## src/rtl/j1_code_loader_if.sv

```systemverilog
// Signal bundle linking the j1 boot loader to its UART byte source, the host,
// the j1 core reset and the code RAM write port.
interface j1_code_loader_if #(
    parameter int ADDR_W = 9
);
    logic              rx_valid;
    logic [7:0]        rx_data;
    logic              rx_ready;
    logic              host_reboot;
    logic              cpu_resetq;
    logic              code_we;
    logic [ADDR_W-1:0] code_waddr;
    logic [15:0]       code_wdata;
    logic              loading;
    logic              done;
    logic              err;

    // master is the loader; slave is everything around it (byte source, host, core, RAM)
    modport master (
        input  rx_valid, rx_data, host_reboot,
        output rx_ready, cpu_resetq, code_we, code_waddr, code_wdata, loading, done, err
    );

    modport slave (
        output rx_valid, rx_data, host_reboot,
        input  rx_ready, cpu_resetq, code_we, code_waddr, code_wdata, loading, done, err
    );
endinterface

```

## src/rtl/j1_code_loader.sv

```systemverilog
// Boot sequencer for the j1 core: loads a framed, XOR-checked program image from a
// byte stream into code RAM while holding the core in reset, then releases it.
module j1_code_loader #(
    parameter int         ADDR_W      = 9,
    parameter logic [7:0] MAGIC       = 8'hA5,
    parameter int         HOLD_CYCLES = 8,
    parameter int         TIMEOUT     = 100000,
    parameter bit         BOOT_RUN    = 1'b1
) (
    input  logic             clk,
    input  logic             reset,
    j1_code_loader_if.master bus
);
    localparam int          HW        = (HOLD_CYCLES > 1) ? $clog2(HOLD_CYCLES) : 1;
    localparam int          TW        = (TIMEOUT > 1) ? $clog2(TIMEOUT) : 1;
    localparam logic [31:0] MAX_WORDS = 32'd1 << ADDR_W;

    typedef enum logic [2:0] {
        S_IDLE, S_CNT_LO, S_CNT_HI, S_DATA_LO, S_DATA_HI, S_CKSUM, S_HOLD
    } state_t;

    state_t            r_state;
    state_t            w_next;
    logic              r_rx_ready;
    logic              r_cpu_resetq;
    logic              r_code_we;
    logic [ADDR_W-1:0] r_code_waddr;
    logic [15:0]       r_code_wdata;
    logic              r_done;
    logic              r_err;
    logic              r_good_load;
    logic [ADDR_W-1:0] r_index;
    logic [15:0]       r_remain;
    logic [7:0]        r_lo;
    logic [7:0]        r_acc;
    logic [HW-1:0]     r_hold_cnt;
    logic [TW-1:0]     r_idle_cnt;

    logic              w_xfer;
    logic              w_magic;
    logic [15:0]       w_count;
    logic              w_count_bad;
    logic              w_last_word;
    logic              w_hold_end;
    logic              w_timeout;
    logic              w_loading;
    logic              w_rx_ready_d;

    assign w_xfer       = bus.rx_valid & r_rx_ready;
    assign w_magic      = w_xfer && (bus.rx_data == MAGIC);
    assign w_count      = {bus.rx_data, r_lo};
    assign w_count_bad  = (w_count == 16'd0) || ({16'd0, w_count} > MAX_WORDS);
    assign w_last_word  = (r_remain == 16'd1);
    assign w_hold_end   = (r_hold_cnt == HW'(HOLD_CYCLES - 1));
    assign w_timeout    = (TIMEOUT != 0) && w_loading && !w_xfer &&
                          (r_idle_cnt == TW'(TIMEOUT - 1));
    assign w_rx_ready_d = (w_next != S_HOLD);

    always_ff @(posedge clk or posedge reset) begin
        if (reset) begin
            r_state <= S_IDLE;
        end else begin
            r_state <= w_next;
        end
    end

    // MAGIC outranks a simultaneous host_reboot; a timeout overrides any frame progress.
    always_comb begin
        w_next = r_state;
        case (r_state)
            S_IDLE: begin
                if (w_magic) begin
                    w_next = S_CNT_LO;
                end else if (bus.host_reboot) begin
                    w_next = S_HOLD;
                end
            end
            S_CNT_LO:  if (w_xfer) w_next = S_CNT_HI;
            S_CNT_HI:  if (w_xfer) w_next = w_count_bad ? S_IDLE : S_DATA_LO;
            S_DATA_LO: if (w_xfer) w_next = S_DATA_HI;
            S_DATA_HI: if (w_xfer) w_next = w_last_word ? S_CKSUM : S_DATA_LO;
            S_CKSUM:   if (w_xfer) w_next = (bus.rx_data == r_acc) ? S_HOLD : S_IDLE;
            S_HOLD:    if (w_hold_end) w_next = S_IDLE;
            default:   w_next = S_IDLE;
        endcase
        if (w_timeout) begin
            w_next = S_IDLE;
        end
    end

    always_comb begin
        w_loading = 1'b0;
        case (r_state)
            S_CNT_LO, S_CNT_HI, S_DATA_LO, S_DATA_HI, S_CKSUM: w_loading = 1'b1;
            default: w_loading = 1'b0;
        endcase
    end

    always_ff @(posedge clk or posedge reset) begin
        if (reset) begin
            r_rx_ready   <= 1'b0;
            r_cpu_resetq <= BOOT_RUN;
            r_code_we    <= 1'b0;
            r_code_waddr <= '0;
            r_code_wdata <= '0;
            r_done       <= 1'b0;
            r_err        <= 1'b0;
            r_good_load  <= 1'b0;
            r_index      <= '0;
            r_remain     <= '0;
            r_lo         <= '0;
            r_acc        <= '0;
            r_hold_cnt   <= '0;
            r_idle_cnt   <= '0;
        end else begin
            r_rx_ready <= w_rx_ready_d;
            r_code_we  <= 1'b0;
            r_done     <= 1'b0;
            if (!w_loading || w_xfer) begin
                r_idle_cnt <= '0;
            end else begin
                r_idle_cnt <= r_idle_cnt + TW'(1);
            end
            if (w_timeout) begin
                r_err <= 1'b1;
            end
            case (r_state)
                S_IDLE: begin
                    if (w_magic) begin
                        r_cpu_resetq <= 1'b0;
                        r_err        <= 1'b0;
                    end else if (bus.host_reboot) begin
                        r_cpu_resetq <= 1'b0;
                        r_good_load  <= 1'b0;
                    end
                end
                S_CNT_LO: begin
                    if (w_xfer) r_lo <= bus.rx_data;
                end
                S_CNT_HI: begin
                    if (w_xfer) begin
                        if (w_count_bad) begin
                            r_err <= 1'b1;
                        end else begin
                            r_index  <= '0;
                            r_acc    <= '0;
                            r_remain <= w_count;
                        end
                    end
                end
                S_DATA_LO: begin
                    if (w_xfer) begin
                        r_lo  <= bus.rx_data;
                        r_acc <= r_acc ^ bus.rx_data;
                    end
                end
                // The word is written in the cycle after its high byte is accepted.
                S_DATA_HI: begin
                    if (w_xfer) begin
                        r_code_we    <= 1'b1;
                        r_code_waddr <= r_index;
                        r_code_wdata <= {bus.rx_data, r_lo};
                        r_index      <= r_index + ADDR_W'(1);
                        r_remain     <= r_remain - 16'd1;
                        r_acc        <= r_acc ^ bus.rx_data;
                    end
                end
                S_CKSUM: begin
                    if (w_xfer) begin
                        if (bus.rx_data == r_acc) begin
                            r_good_load <= 1'b1;
                        end else begin
                            r_err <= 1'b1;
                        end
                    end
                end
                S_HOLD: begin
                    if (w_hold_end) begin
                        r_cpu_resetq <= 1'b1;
                        r_done       <= r_good_load;
                        r_hold_cnt   <= '0;
                    end else begin
                        r_hold_cnt <= r_hold_cnt + HW'(1);
                    end
                end
                default: begin
                end
            endcase
        end
    end

    assign bus.rx_ready   = r_rx_ready;
    assign bus.cpu_resetq = r_cpu_resetq;
    assign bus.code_we    = r_code_we;
    assign bus.code_waddr = r_code_waddr;
    assign bus.code_wdata = r_code_wdata;
    assign bus.loading    = w_loading;
    assign bus.done       = r_done;
    assign bus.err        = r_err;
endmodule

```

## src/flat_wrapper.sv

```systemverilog
// flat-port wrapper written by rule: the top's interface ports become plain ports
module j1_code_loader_flat 
#(
    parameter int         ADDR_W      = 9,
    parameter logic [7:0] MAGIC       = 8'hA5,
    parameter int         HOLD_CYCLES = 8,
    parameter int         TIMEOUT     = 100000,
    parameter bit         BOOT_RUN    = 1'b1
)
  (clk, reset, bus_rx_valid, bus_rx_data, bus_host_reboot, bus_rx_ready, bus_cpu_resetq, bus_code_we, bus_code_waddr, bus_code_wdata, bus_loading, bus_done, bus_err);
  j1_code_loader_if #(.ADDR_W(ADDR_W)) bus_i ();
  input  logic clk;
  input  logic reset;
  input wire logic [$bits(bus_i.rx_valid)-1:0] bus_rx_valid;
  input wire logic [$bits(bus_i.rx_data)-1:0] bus_rx_data;
  input wire logic [$bits(bus_i.host_reboot)-1:0] bus_host_reboot;
  output wire logic [$bits(bus_i.rx_ready)-1:0] bus_rx_ready;
  output wire logic [$bits(bus_i.cpu_resetq)-1:0] bus_cpu_resetq;
  output wire logic [$bits(bus_i.code_we)-1:0] bus_code_we;
  output wire logic [$bits(bus_i.code_waddr)-1:0] bus_code_waddr;
  output wire logic [$bits(bus_i.code_wdata)-1:0] bus_code_wdata;
  output wire logic [$bits(bus_i.loading)-1:0] bus_loading;
  output wire logic [$bits(bus_i.done)-1:0] bus_done;
  output wire logic [$bits(bus_i.err)-1:0] bus_err;
  assign bus_i.rx_valid = bus_rx_valid;
  assign bus_i.rx_data = bus_rx_data;
  assign bus_i.host_reboot = bus_host_reboot;
  assign bus_rx_ready = bus_i.rx_ready;
  assign bus_cpu_resetq = bus_i.cpu_resetq;
  assign bus_code_we = bus_i.code_we;
  assign bus_code_waddr = bus_i.code_waddr;
  assign bus_code_wdata = bus_i.code_wdata;
  assign bus_loading = bus_i.loading;
  assign bus_done = bus_i.done;
  assign bus_err = bus_i.err;
  j1_code_loader #(.ADDR_W(ADDR_W), .MAGIC(MAGIC), .HOLD_CYCLES(HOLD_CYCLES), .TIMEOUT(TIMEOUT), .BOOT_RUN(BOOT_RUN)) u_core (.clk(clk), .reset(reset), .bus(bus_i));
endmodule
```

## config.mk

```make
export PLATFORM = sky130hd
export DESIGN_NAME = j1_code_loader_flat
export DESIGN_NICKNAME = d
export VERILOG_FILES = /design/src/rtl/j1_code_loader_if.sv /design/src/rtl/j1_code_loader.sv /design/src/flat_wrapper.sv
export SDC_FILE = /design/constraint.sdc
export NUM_CORES = 1
export LEC_CHECK = 0
export ABC_AREA = 1
export ABC_CLOCK_PERIOD_IN_PS = 3600
export CAP_MARGIN = 20
export CELL_PAD_IN_SITES_DETAIL_PLACEMENT = 1
export CELL_PAD_IN_SITES_GLOBAL_PLACEMENT = 1
export CORE_ASPECT_RATIO = 0.9
export CORE_MARGIN = 10
export CORE_UTILIZATION = 35
export DETAILED_ROUTE_END_ITERATION = 16
export PLACE_DENSITY = 0.71
export SLEW_MARGIN = 20
export SYNTH_ARGS = -nofsm -noshare
export SYNTH_HDL_FRONTEND = slang
export SYNTH_SLANG_ARGS = --single-unit
export TNS_END_PERCENT = 5
```

## constraint.sdc

```tcl
create_clock -name clk -period 3.6 [get_ports clk]
set_input_delay 0.36 -clock clk [delete_from_list [all_inputs] [get_ports clk]]
set_output_delay 0.36 -clock clk [all_outputs]
set_load 0.01 [all_outputs]
```

==> results of run 1 <==
## registers in the layout, indices dropped and copies added (netlist names), 3 cells and up
register	cells
u_core.r_acc	8
u_core.r_remain	16
u_core.r_hold_cnt	3
u_core.bus.code_wdata	16
u_core.r_state	3
u_core.r_lo	8
u_core.r_index	9
u_core.bus.code_waddr	9
u_core.r_idle_cnt	17
## Yosys cell counts, types with 2 or more instances
library cell and n:
clkbuf_1 2, inv_2 3, nand2_4 3, nand2_1 186
o21ai_1 15, o22ai_1 2, ha_1 6, nor2_4 2
or2_2 2, nor2_2 7, inv_1 83, nor3_4 2
nand4_1 12, buf_2 7, nand3_1 42, and3_1 2
dfrtp_1 94, nor3_1 13, nand2_2 4, a21oi_1 14
nor3_2 2, nand3b_1 2, o21ai_0 62, nor4_1 2
nor2_1 68, xor2_1 11, buf_4 4
## layout make-up
cell class / instances / area share, %
multi-input cells: 467 / 38.2
clock buffers: 15 / 4.21
flip-flops and latches: 95 / 40.4
well taps: 193 / 4.10
repair buffers: 44 / 7.39
inverters: 86 / 5.52
clock inverters: 1 / 0.149
## critical path: cells and delay by family, from the launching register on
kind / cells / cell delay (ns)
buffers and inverters: 1 / 0.56
DFF: 1 / 0.50
and+or+nand+nor: 5 / 0.69
## per-layer routing
metal / wire length (um) / global-route usage (%) / up-vias / share of wire [%]
met3: 457 / 4.30 / 10 / 3.3
met2: 6760 / 25.2 / 51 / 49
met1: 6410 / 17.3 / 2188 / 47
met5: 0 / 0 / - / 0
met4: 138 / 3.06 / 0 / 1.0
li1: - / - / 2201 / -
## stage by stage
stage	instance area (um^2)	setup slack [ns]	hold slack [ns]	instances
after floorplan	5040	0.765	0.433	662
after global placement	5630	1.14	0.445	885
after detailed placement	5630	1.04	0.466	885
after CTS	5890	1.09	0.477	901
after global routing	5890	0.881	0.494	901
final	5890	1.14	0.455	901
## worst max-delay path by stage
stage                                 from                                   end  slack (ns)  depth (start not counted)
6_report       u_core.r_state[0]$_DFF_PP0_                           bus_loading        1.14                          6
5_1_grt        u_core.r_state[0]$_DFF_PP0_        u_core.r_remain[7]$_DFFE_PP0P_        0.88                          8
4_1_cts        u_core.r_state[0]$_DFF_PP0_                           bus_loading        1.09                          6
3_5_place_dp                  bus_rx_valid        u_core.r_remain[7]$_DFFE_PP0P_        1.04                          8
3_3_place_gp                  bus_rx_valid        u_core.r_remain[7]$_DFFE_PP0P_        1.14                          8
2_1_floorplan                        reset  u_core.bus.code_waddr[0]$_DFFE_PP0P_        0.76                          1
## power breakdown
part | switching (mW) | internal (mW) | total [mW] | leakage, nW
clock network | 0.403 | 0.472 | 0.875 | 0.122
logic | 1.09 | 0.689 | 1.78 | 1.36
registers | 0.297 | 1.45 | 1.75 | 1.21
total | 1.79 | 2.61 | 4.40 | 2.70
## kinds of logic after synthesis
family | after synthesis | share of synthesized area, %
buffers and inverters | 100 | 8.07
and+or+nand+nor | 351 | 31.1
AOI/OAI and AO/OA | 98 | 10.0
xor gates and xnor gates | 12 | 2.09
adders and majority gates | 6 | 1.49
DFF | 95 | 47.2
==> out/qor.yml, run 1 <==
layout_common_cells: "nand2_1 (186), dfrtp_1 (94), inv_1 (82)"
grt_first_pass_wirelength_mm: 23.3
fmax_mhz: 406
cts-root-buf: "clkbuf_16"
wl_per_cell_um: 15.3
hold_class: "in2async"
cts.sinks: 95
synth_nets: 680
viasPerCell: 4.94
ir_drop_v: 0.000313
synthCells: 662
ys_seq_area_share_pct: 47.2
num_vias: 4450
drt_first_pass_iters: 4
synth-seq-cells: 95
crit-reg2reg-launch: "u_core.r_state[0]$_DFF_PP0_"
start_kind: "flip-flop"
reg2reg_to: "u_core.r_remain[7]$_DFFE_PP0P_"
num-fill-cells: 1780
core-area_um2: 14100
route.detailed.drc: 0
status: "finished clean"
row_count: 41
regArea_um2: 2380
slew_viol_final: 0
synth_area_um2: 5040
multi_input_area_um2: 2250
hold_viol_final: 0
cts_setup_buffers: 0
fin_util_pct: 41.9
fin_nets: 721
synthFlopType: "dfrtp_1"
io_buffer_count: 42
power_density_nw_per_um2: 747
pin_count: 43
crit_required_ns: 3.24
syn_area_per_cell_um2: 7.61
reg2reg_slack_ns: 1.15
antenna_found_initial: 0
async_reset_ff_share_pct: 100
clk_path_buf_depth: 2
setup_violations: 0
finalCritPeriodShare_pct: 68.4
h-tree-depth: 3
synth_top_cell_area_share_pct: 46.7
dieArea_um2: 19600
cts_tree: "done"
grt_max_degree: 50
synth.distinct_cells: 37
dp_hpwl_mm: 10.2
cts_hold_buffers: 0
worstSkewPairLatency_ns: 0.35
drt_iter0_drc: 211
rsz0062_at_grt: "false"
drive_gt1_share_pct: 5.79
worstPathMaxFanout: 17
slowest_stage: "clkdlybuf4s50_1"
crit_chain: "nor2_2 > nand2_4 > nand2_2 > nor2_2 > nand2_2 > clkdlybuf4s50_1"
areaGrowthSynthToFinish_pct: 16.9
cts-resized-gates: 0
max-slew-margin-rel_pct: 46.8
path_clk_slew_ns: 0.06
synth-edff-count: 0
track_usage_pct: 14.5
die_x_um: 146
final_common_cell: "nand2_1"
detail-route-antenna-nets: 0
cp.arrival_ns: 2.10
yosysTopAreaCell: "dfrtp_1"
synth_warnings: 0
fin_crit_ns: 2.46
critPathMaxStageDelay_ns: 0.56
power.total_mw: 4.40
grt_pass1_vias: 4779
worst-r2r-cell-count: 8
setup_tns_ns: 0
worst_slew_pin_slew_ns: 0.797
grt-ovfl-total: 0
p_leak_nw: 2.70
diodes: 0
wl_mm: 13.8
gp_congestion: 0.852
cap_violations: 0
cts_made_buffers: 9
die_h_um: 134
crit_type: "reg2out"
synthTopCellsByArea: "dfrtp_1 (47%), nand2_1 (14%), inv_1 (6.2%), o21ai_0 (6.2%), nor2_1 (5.1%)"
endpoint_kind: "output port"
start_util_pct: 35.8
skew_ns: 0.00559
Power figures use the tool's default switching activity.
==> run 2, diff against run 1 <==
ABC_CLOCK_PERIOD_IN_PS = 2300   (was 3600)
clock period = 2.3 ns   (was 3.6 ns; I/O delays follow)
==> run 2 against run 1 <==
Against the previous run: hold slack got worse by 0.15 ns; via count rose by 0.58%; register-to-register slack got worse by 0.75 ns; clock skew rose by 0.0017 ns; sequential share of layout area fell by 1.4 points; final area rose by 3.6%; clock power rose by 97%; largest cell class unchanged.
==> out/qor.yml, run 2 (synthesis results as in run 1) <==
dp_hpwl_mm: 10.6
endpoint_kind: "output port"
route.detailed.drc: 0
grt_use_met3_pct: 3.40
crit_type: "reg2out"
fin_crit_ns: 2.20
grt_max_degree: 62
switching_share_pct: 39.1
slew_viol_final: 0
grt-busiest-layer: "met2"
use_met1_pct: 18.8
final_common_cell: "nand2_1"
grt-ovfl-total: 0
track_usage_pct: 15.1
finalCritPeriodShare_pct: 95.5
p_leak_nw: 2.81
grt_pass1_vias: 4851
rsz0062_at_grt: "false"
p_seq_share_pct: 37.1
die_h_um: 134
placed_area_um2: 5740
drt_first_pass_iters: 4
core-area_um2: 14100
use_met2_pct: 25.6
worstSkewPairLatency_ns: 0.35
grt_first_pass_wirelength_mm: 24.3
p_sw_mw: 2.88
detail-route-antenna-nets: 0
final_area_um2: 6100
gp_congestion: 0.834
drt_iter0_drc: 187
startpoint: "u_core.r_state[2]$_DFF_PP0_"
io_buffer_count: 42
dieArea_um2: 19600
drive_gt1_share_pct: 8.21
power_density_nw_per_um2: 1210
clock_power_share_pct: 23.4
layout_common_cells: "nand2_1 (186), dfrtp_1 (92), inv_1 (82)"
path_clk_slew_ns: 0.06
diodes: 0
cap_violations: 0
cts_hold_buffers: 0
largest_register_ff_count: 17
cts.sinks: 95
power.total_mw: 7.37
clk_path_buf_depth: 2
status: "finished clean"
cts_made_buffers: 9
p_int_mw: 4.49
fmax_mhz: 455
num_vias: 4476
start_util_pct: 35.8
setup_violations: 0
max-slew-margin-rel_pct: 63.8
cp.arrival_ns: 1.97
worstPathMaxFanout: 6
cts-root-buf: "clkbuf_16"
hold_viol_final: 0
cts_tree: "done"
ir_drop_v: 0.000694
crit_required_ns: 2.07
worst_slew_pin_slew_ns: 0.538
setup_tns_ns: 0
row_count: 41
p_comb_share_pct: 39.6
areaGrowthSynthToFinish_pct: 21.1
fin_nets: 732
pin_count: 43
largest-register: "u_core.r_idle_cnt"
crit-reg2reg-launch: "u_core.r_lo[0]$_DFFE_PP0P_"
start_kind: "flip-flop"
h-tree-depth: 3
wl_per_cell_um: 15.6
die_x_um: 146
viasPerCell: 4.91
hold-worst-slack_ns: 0.304
skew_ns: 0.00732
antenna_found_initial: 0
wl_mm: 14.3
hold_class: "in2async"
## run 2: through the flow
step                      util (%)  setup slack, ns  instances
after floorplan                  -            0.786        662
after global placement        40.8            0.114        894
after detailed placement      40.8           0.0667        894
after CTS                     43.3           0.0228        910
after global routing          43.4          0.00353        912
final                         43.4            0.104        912
## run 2: power groups by stage
| stage | Sequential (mW) | Clock [mW] | Combinational (mW) |
|---|---|---|---|
| 6_report | 2.73 | 1.72 | 2.92 |
| 5_1_grt | 2.82 | 1.83 | 3.32 |
| 4_1_cts | 2.74 | 1.77 | 2.95 |
| 3_5_place_dp | 2.76 | 0 | 2.92 |
| 3_3_place_gp | 2.72 | 0 | 2.83 |
| 2_1_floorplan | 2.74 | 0 | 1.76 |
## run 2: worst max-delay path, stage by stage (launching register included)
cell and delay [ns]:
dfrtp_2 0.46, inv_2 0.14, nand3_1 0.16, nand2_2 0.14, nor2_2 0.05, nand2_2 0.11
clkdlybuf4s50_1 0.56
## run 2: final timing paths
check / endpoint / slack [ns] / cells past startpoint
max: bus_loading / 0.10 / 6
min: u_core.r_acc[5]$_DFFE_PP0P_ / 0.30 / 3
max reg2reg: u_core.r_acc[1]$_DFFE_PP0P_ / 0.40 / 9
min reg2reg: u_core.r_idle_cnt[0]$_DFF_PP0_ / 0.47 / 1
max in group asynchronous: u_core.bus.cpu_resetq$_DFFE_PP1P_ / 1.56 / 3
min in group clk: u_core.r_idle_cnt[0]$_DFF_PP0_ / 0.47 / 1
## run 2: layout make-up
| class | instances | area [um^2] |
|---|---|---|
| clock buffer | 14 | 284 |
| clock inverter | 2 | 60.1 |
| inverter | 86 | 327 |
| timing repair buffer | 55 | 556 |
| sequential | 95 | 2380 |
| tap | 193 | 241 |
| fill | 1769 | 7960 |
| multi-input combinational | 467 | 2250 |
## run 2: layer usage
metal | part of all wire (%) | vias to the layer above
met5 | 0 | -
met4 | 1.2 | 0
met3 | 3.7 | 11
met2 | 48 | 49
met1 | 47 | 2196
li1 | - | 2220
## run 2: repair_timing
action / in CTS / in global routing
resized for setup: 1 / 1
endpoints found under the setup margin: 1 / 1
setup buffers: 0 / 2
hold endpoints to repair: 0 / 0
==> RTL edit 1: new RTL, config.mk and constraints of run 1 <==
`TIMEOUT` is set to 100000 in 2 places; all go to 400000.
--- a/src/rtl/j1_code_loader.sv
+++ b/src/rtl/j1_code_loader.sv
@@ -5,5 +5,5 @@
     parameter logic [7:0] MAGIC       = 8'hA5,
     parameter int         HOLD_CYCLES = 8,
-    parameter int         TIMEOUT     = 100000,
+    parameter int         TIMEOUT     = 400000,
     parameter bit         BOOT_RUN    = 1'b1
 ) (
--- a/src/flat_wrapper.sv
+++ b/src/flat_wrapper.sv
@@ -5,5 +5,5 @@
     parameter logic [7:0] MAGIC       = 8'hA5,
     parameter int         HOLD_CYCLES = 8,
-    parameter int         TIMEOUT     = 100000,
+    parameter int         TIMEOUT     = 400000,
     parameter bit         BOOT_RUN    = 1'b1
 )
Function: same outputs for any inputs over 10 cycles, from zero or initial values and one cycle with reset high; that may be too few to reach the edited logic, so the function may still have changed.
==> RTL edit 1 against run 1 <==
- synthesized area increased by 3.0%
- die area increased by 2.6%
- sequential cell count increased by 2
- critical path depth unchanged
- cell count increased by 2.2%
- routed wire length increased by 3.4%
- final area increased by 3.5%
- setup slack got worse by 0.0098 ns
- count of clock-buffer cells in the layout decreased by 3
- non-clock buffer count increased by 3
- power increased by 4.2%
- combinational power increased by 2%
- utilization decreased by 0.18 points
- critical endpoint unchanged
==> RTL edit 1: results (changes against run 1) <==
Synthesis
  – Adder-Cell Fraction of Synth Area: 0.0145 (was 0.0149)
  – Syn_nets: 693 (was 680)
  – Post-synthesis xor/xnor area fraction: 0.0253 (was 0.0209)
  – Synth async-reset ratio: 1.00 (unchanged)
  – Area contributors post-synth: dfrtp_1 (46%), nand2_1 (14%), o21ai_0 (6.2%), inv_1 (5.6%), nor2_1 (5.6%) (was dfrtp_1 (47%), nand2_1 (14%), inv_1 (6.2%), o21ai_0 (6.2%), nor2_1 (5.1%))
  – Register area share after synthesis: 0.468 (was 0.472)
  – Fraction of the mapped netlist area in compound gates: 0.0996 (was 0.100)
  – Synth cell count leaders: nand2_1 (190), dfrtp_1 (96), inv_1 (78), nor2_1 (78), o21ai_0 (64) (was nand2_1 (186), dfrtp_1 (94), inv_1 (83), nor2_1 (68), o21ai_0 (62))
  – Syn Inst Count: 675 (was 662)

Power
  – Pwr/cell area: 752 nW/um2 (was 747 nW/um2)
  – VDD IR max: 0.393 mV (was 0.313 mV)
  – Leak: 2.80 nW (was 2.70 nW)

Placed design
  – Placed Instances: 905 (was 885)
  – Routability cong.: 0.847 (was 0.852)
  – Detailed placement HPWL: 10.5 mm (was 10.2 mm)
  – DP Area: 5790 um2 (was 5630 um2)
  – Pre-CTS worst setup slack: 1.06 ns (was 1.04 ns)

GRT
  – Grt met2 use: 0.240 (was 0.252)
  – Met3 usage in global routing: 0.0364 (was 0.0430)
  – Vias in the first global route: 4738 (was 4779)
  – GR Util met1: 0.194 (was 0.173)
  – Largest net degree at the start of global routing: 62 (was 50)
  – Global-route wire length before repair: 24.2 mm (was 23.3 mm)
  – Tot GR Track Use: 0.149 (was 0.145)

Detailed routing
  – Vias post-DR: 4520 (was 4450)
  – Wire per inst: 15.5 um (was 15.3 um)
  – Starting DRC count in detailed routing: 255 (was 211)

Critical path
  – Crit-path max FO: 17 (unchanged)
  – Critical Path Max Stage Delay: 0.58 ns (was 0.56 ns)
  – Critical path arrival: 2.11 ns

Clocking
  – CTS Root Cell: clkbuf_16 (unchanged)
  – Worst-path clk slew: 0.07 ns
  – CTS max path bufs: 2 (unchanged)

Layout
  – Layout Nets: 736 (was 721)
  – Layout cell share with drive strength beyond 1: 0.0830 (was 0.0579)
  – Max reg flops: 19 (was 17)
  – Layout Cells excl Fill: 921 (was 901)
  – Filler instances: 1830 (was 1780)

Timing
  – Worst clock skew: 0.00661 ns (was 0.00559 ns)
  – Slew HR: 0.469 (was 0.468)

Worst hold path
  – Worst min path class: reg -> reg (was in -> async)

Run status
  – Status: finished clean (unchanged)
==> RTL edit 1: logic make-up (layout without fill, tap and decap cells) <==
family,Yosys count,in the layout
compound gates,95,95
simple gates,363,363
fa+ha+maj,6,6
buf+inv,99,147
flops,97,97
xor+xnor,15,15
==> RTL edit 1: worst paths after layout <==
| path | from | end | slack, ns | cells past startpoint |
|---|---|---|---|---|
| worst min-delay path | u_core.r_idle_cnt[0] | u_core.r_idle_cnt[0] | 0.47 | 1 |
| worst max-delay path | u_core.r_state[1] | bus_loading | 1.13 | 6 |
| min in group asynchronous | reset | u_core.r_idle_cnt[0] | 0.51 | 2 |
| max in group asynchronous | reset | u_core.bus.cpu_resetq | 2.26 | 3 |
| worst max register to register | u_core.r_state[1] | u_core.r_remain[11] | 1.40 | 8 |
| worst min register to register | u_core.r_idle_cnt[0] | u_core.r_idle_cnt[0] | 0.47 | 1 |
==> RTL edit 1: worst max-delay path, delay by kind of cell (launching register included) <==
| kind | cells | cell delay [ns] |
|---|---|---|
| AO/OA/AOI/OAI | 1 | 0.11 |
| AND/OR/NAND/NOR | 4 | 0.58 |
| buffers and inverters | 1 | 0.58 |
| flip-flops | 1 | 0.49 |
==> RTL edit 1: layout make-up <==
type	instances	area share
clock buffers	12	0.0405
clock inverters	4	0.00862
inverters	84	0.0522
multi-input cells	479	0.384
flip-flops and latches	97	0.399
well taps	198	0.0407
repair buffers	47	0.0752
==> RTL edit 1: per-layer routing <==
layer	up-vias	wire length (um)
met3	9	461
met5	-	0
met2	49	6730
met4	0	161
li1	2228	-
met1	2234	6890
==> RTL edit 1: report_power, final <==
| group | internal (mW) | switching, mW | total, mW |
|---|---|---|---|
| Combinational | 0.699 | 1.12 | 1.82 |
| Clock | 0.559 | 0.433 | 0.991 |
| Sequential | 1.46 | 0.306 | 1.77 |
==> RTL edit 2: new RTL, flow settings as in run 1 <==
Made on the original files. Re-encode `state_t` (7 states) as one-hot, 7 bits wide.
--- a/src/rtl/j1_code_loader.sv
+++ b/src/rtl/j1_code_loader.sv
@@ -16,6 +16,6 @@
     localparam logic [31:0] MAX_WORDS = 32'd1 << ADDR_W;
 
-    typedef enum logic [2:0] {
-        S_IDLE, S_CNT_LO, S_CNT_HI, S_DATA_LO, S_DATA_HI, S_CKSUM, S_HOLD
+    typedef enum logic [6:0] {
+        S_IDLE = 7'b0000001, S_CNT_LO = 7'b0000010, S_CNT_HI = 7'b0000100, S_DATA_LO = 7'b0001000, S_DATA_HI = 7'b0010000, S_CKSUM = 7'b0100000, S_HOLD = 7'b1000000
     } state_t;
 
Check against the original RTL: no difference found for any inputs over 10 cycles, from zero or initial values and one cycle with reset high; not proved beyond that.
==> RTL edit 2 against run 1 <==
- setup slack got worse by 0.19 ns
- synthesized area increased by 5.1%
- critical path type unchanged
- routed wire length increased by 5.9%
- final area increased by 4.9%
- utilization decreased by 0.050 points
- sequential cell count increased by 4
Power is not compared: it rests on default switching activity, and its combinational part moved more than twofold at a synthesized area within 25%.
==> RTL edit 2: results (changes against run 1) <==
GRT
  – Tot GR Track Use: 0.149 (was 0.145)
  – Vias in the first global route: 4843 (was 4779)
  – Largest net degree at the start of global routing: 57 (was 50)
  – Global-route wire length before repair: 24.6 mm (was 23.3 mm)

Detailed routing
  – First-pass DRT Iterations: 4 (unchanged)
  – Starting DRC count in detailed routing: 226 (was 211)
  – Wire per inst: 15.9 um (was 15.3 um)
  – Vias per inst: 4.90 (was 4.94)

Placed design
  – DP Area: 5860 um2 (was 5630 um2)
  – Routability cong.: 0.844 (was 0.852)
  – Detailed placement HPWL: 10.8 mm (was 10.2 mm)
  – Port bufs: 42 (unchanged)

Clocking
  – TritonCTS buffer count: 9 (unchanged)
  – Worst-path clk slew: 0.07 ns
  – CTS max path bufs: 2 (unchanged)
  – Post-CTS Setup Bufs: 0 (unchanged)
  – Post-CTS resize count: 0 (unchanged)

Synthesis
  – Distinct cell type count after synthesis: 40 (was 37)
  – Register area share after synthesis: 0.469 (was 0.472)
  – Syn_nets: 695 (was 680)
  – Synth cell count leaders: nand2_1 (170), dfrtp_1 (97), inv_1 (87), nor2_1 (85), o21ai_0 (56) (was nand2_1 (186), dfrtp_1 (94), inv_1 (83), nor2_1 (68), o21ai_0 (62))
  – Syn. warnings: 0 (unchanged)
  – Area contributors post-synth: dfrtp_1 (46%), nand2_1 (12%), inv_1 (6.2%), nor2_1 (6.0%), o21ai_0 (5.3%) (was dfrtp_1 (47%), nand2_1 (14%), inv_1 (6.2%), o21ai_0 (6.2%), nor2_1 (5.1%))
  – Ys flop type: dfrtp_1 (unchanged)
  – Synth async-reset ratio: 1.00 (unchanged)

Power
  – Leak: 2.84 nW

Timing
  – Slew HR: 0.472 (was 0.468)
  – Worst clock skew: 0.0107 ns (was 0.00559 ns)

Critical path
  – Critical path arrival: 2.29 ns (was 2.10 ns)
  – Crit-path max FO: 18 (was 17)

Layout
  – Top reg by flops: u_core.r_idle_cnt (unchanged)
  – Layout Nets: 734 (was 721)
  – Layout cell share with drive strength beyond 1: 0.0832 (was 0.0579)

Run status
  – Status: finished clean (unchanged)

Worst hold path
  – Worst min path class: reg -> reg (was in -> async)
## RTL edit 2: changes by cell type in the layout (fill, tap and decap cells not counted), sizes merged, moves of 7 or more
cell | run 1 | this run
inv | 86 | 95
o21ai | 77 | 91
nor2 | 77 | 92
xor2 | 11 | 19
nand3 | 42 | 34
nand2 | 193 | 175
nand4 | 13 | 6
## RTL edit 2: report_power, final
part	internal [mW]	switching (mW)	total [mW]	leakage [nW]
Sequential	1.15	0.0340	1.19	1.24
Combinational	0.103	0.204	0.308	1.45
Clock	0.573	0.466	1.04	0.154
Total	1.83	0.704	2.54	2.84
## RTL edit 2: routing by layer
metal	global-route usage	up-vias	routed length, um	part of all wire
met3	0.0409	14	598	0.041
met4	0.0392	0	134	0.0092
li1	-	2216	-	-
met2	0.246	60	7000	0.48
met5	0	-	0	0
met1	0.187	2217	6850	0.47
## RTL edit 2: path summary, 6_finish.rpt
kind | from | to | slack (ns) | cells after the start
setup / recovery | u_core.r_state[2] | bus_loading | 0.95 | 6
hold / removal | u_core.r_idle_cnt[0] | u_core.r_idle_cnt[0] | 0.48 | 1
setup reg to reg | u_core.r_state[2] | u_core.bus.code_wdata[8] | 1.28 | 8
hold reg to reg | u_core.r_idle_cnt[0] | u_core.r_idle_cnt[0] | 0.48 | 1
max in group asynchronous | reset | u_core.bus.cpu_resetq | 2.36 | 3
min in group asynchronous | reset | u_core.r_idle_cnt[10] | 0.50 | 2
## RTL edit 2: cell type report
type	instances	area (um2)
well taps	198	248
fillers	1787	8590
inverters	92	352
flip-flops and latches	99	2480
clock buffers	10	239
clock inverters	6	77.6
repair buffers	44	448
multi-input cells	470	2330
## RTL edit 2: per-stage QoR
stage | utilization | total power [mW] | setup WS, ns | hold WS [ns] | cells
6_report | 0.418 | 2.54 | 0.949 | 0.478 | 919
5_1_grt | 0.418 | 2.66 | 0.748 | 0.495 | 919
4_1_cts | 0.418 | 2.57 | 0.883 | 0.468 | 919
3_5_place_dp | 0.397 | 1.52 | 1.11 | 0.459 | 903
3_3_place_gp | 0.397 | 1.51 | 1.24 | 0.447 | 903
2_1_floorplan | - | 1.41 | 0.653 | 0.430 | 677
## RTL edit 2: logic make-up (layout without fill, tap and decap cells)
kind of cell    Yosys count  after routing  share of synthesized area
xor+xnor                 22             22                     0.0364
simple gates            335            335                      0.272
buf+inv                 108            152                     0.0901
fa+ha+maj                 6              6                     0.0142
flops                    99             99                      0.469
compound gates          107            107                      0.118
## RTL edit 2: critical path: stages (launching register included)
cell and delay [ns]:
dfrtp_1 0.41, nor2_1 0.13, nand2_1 0.14, nor2_4 0.36, nor2_2 0.13, nand3_2 0.17, clkdlybuf4s50_1 0.59
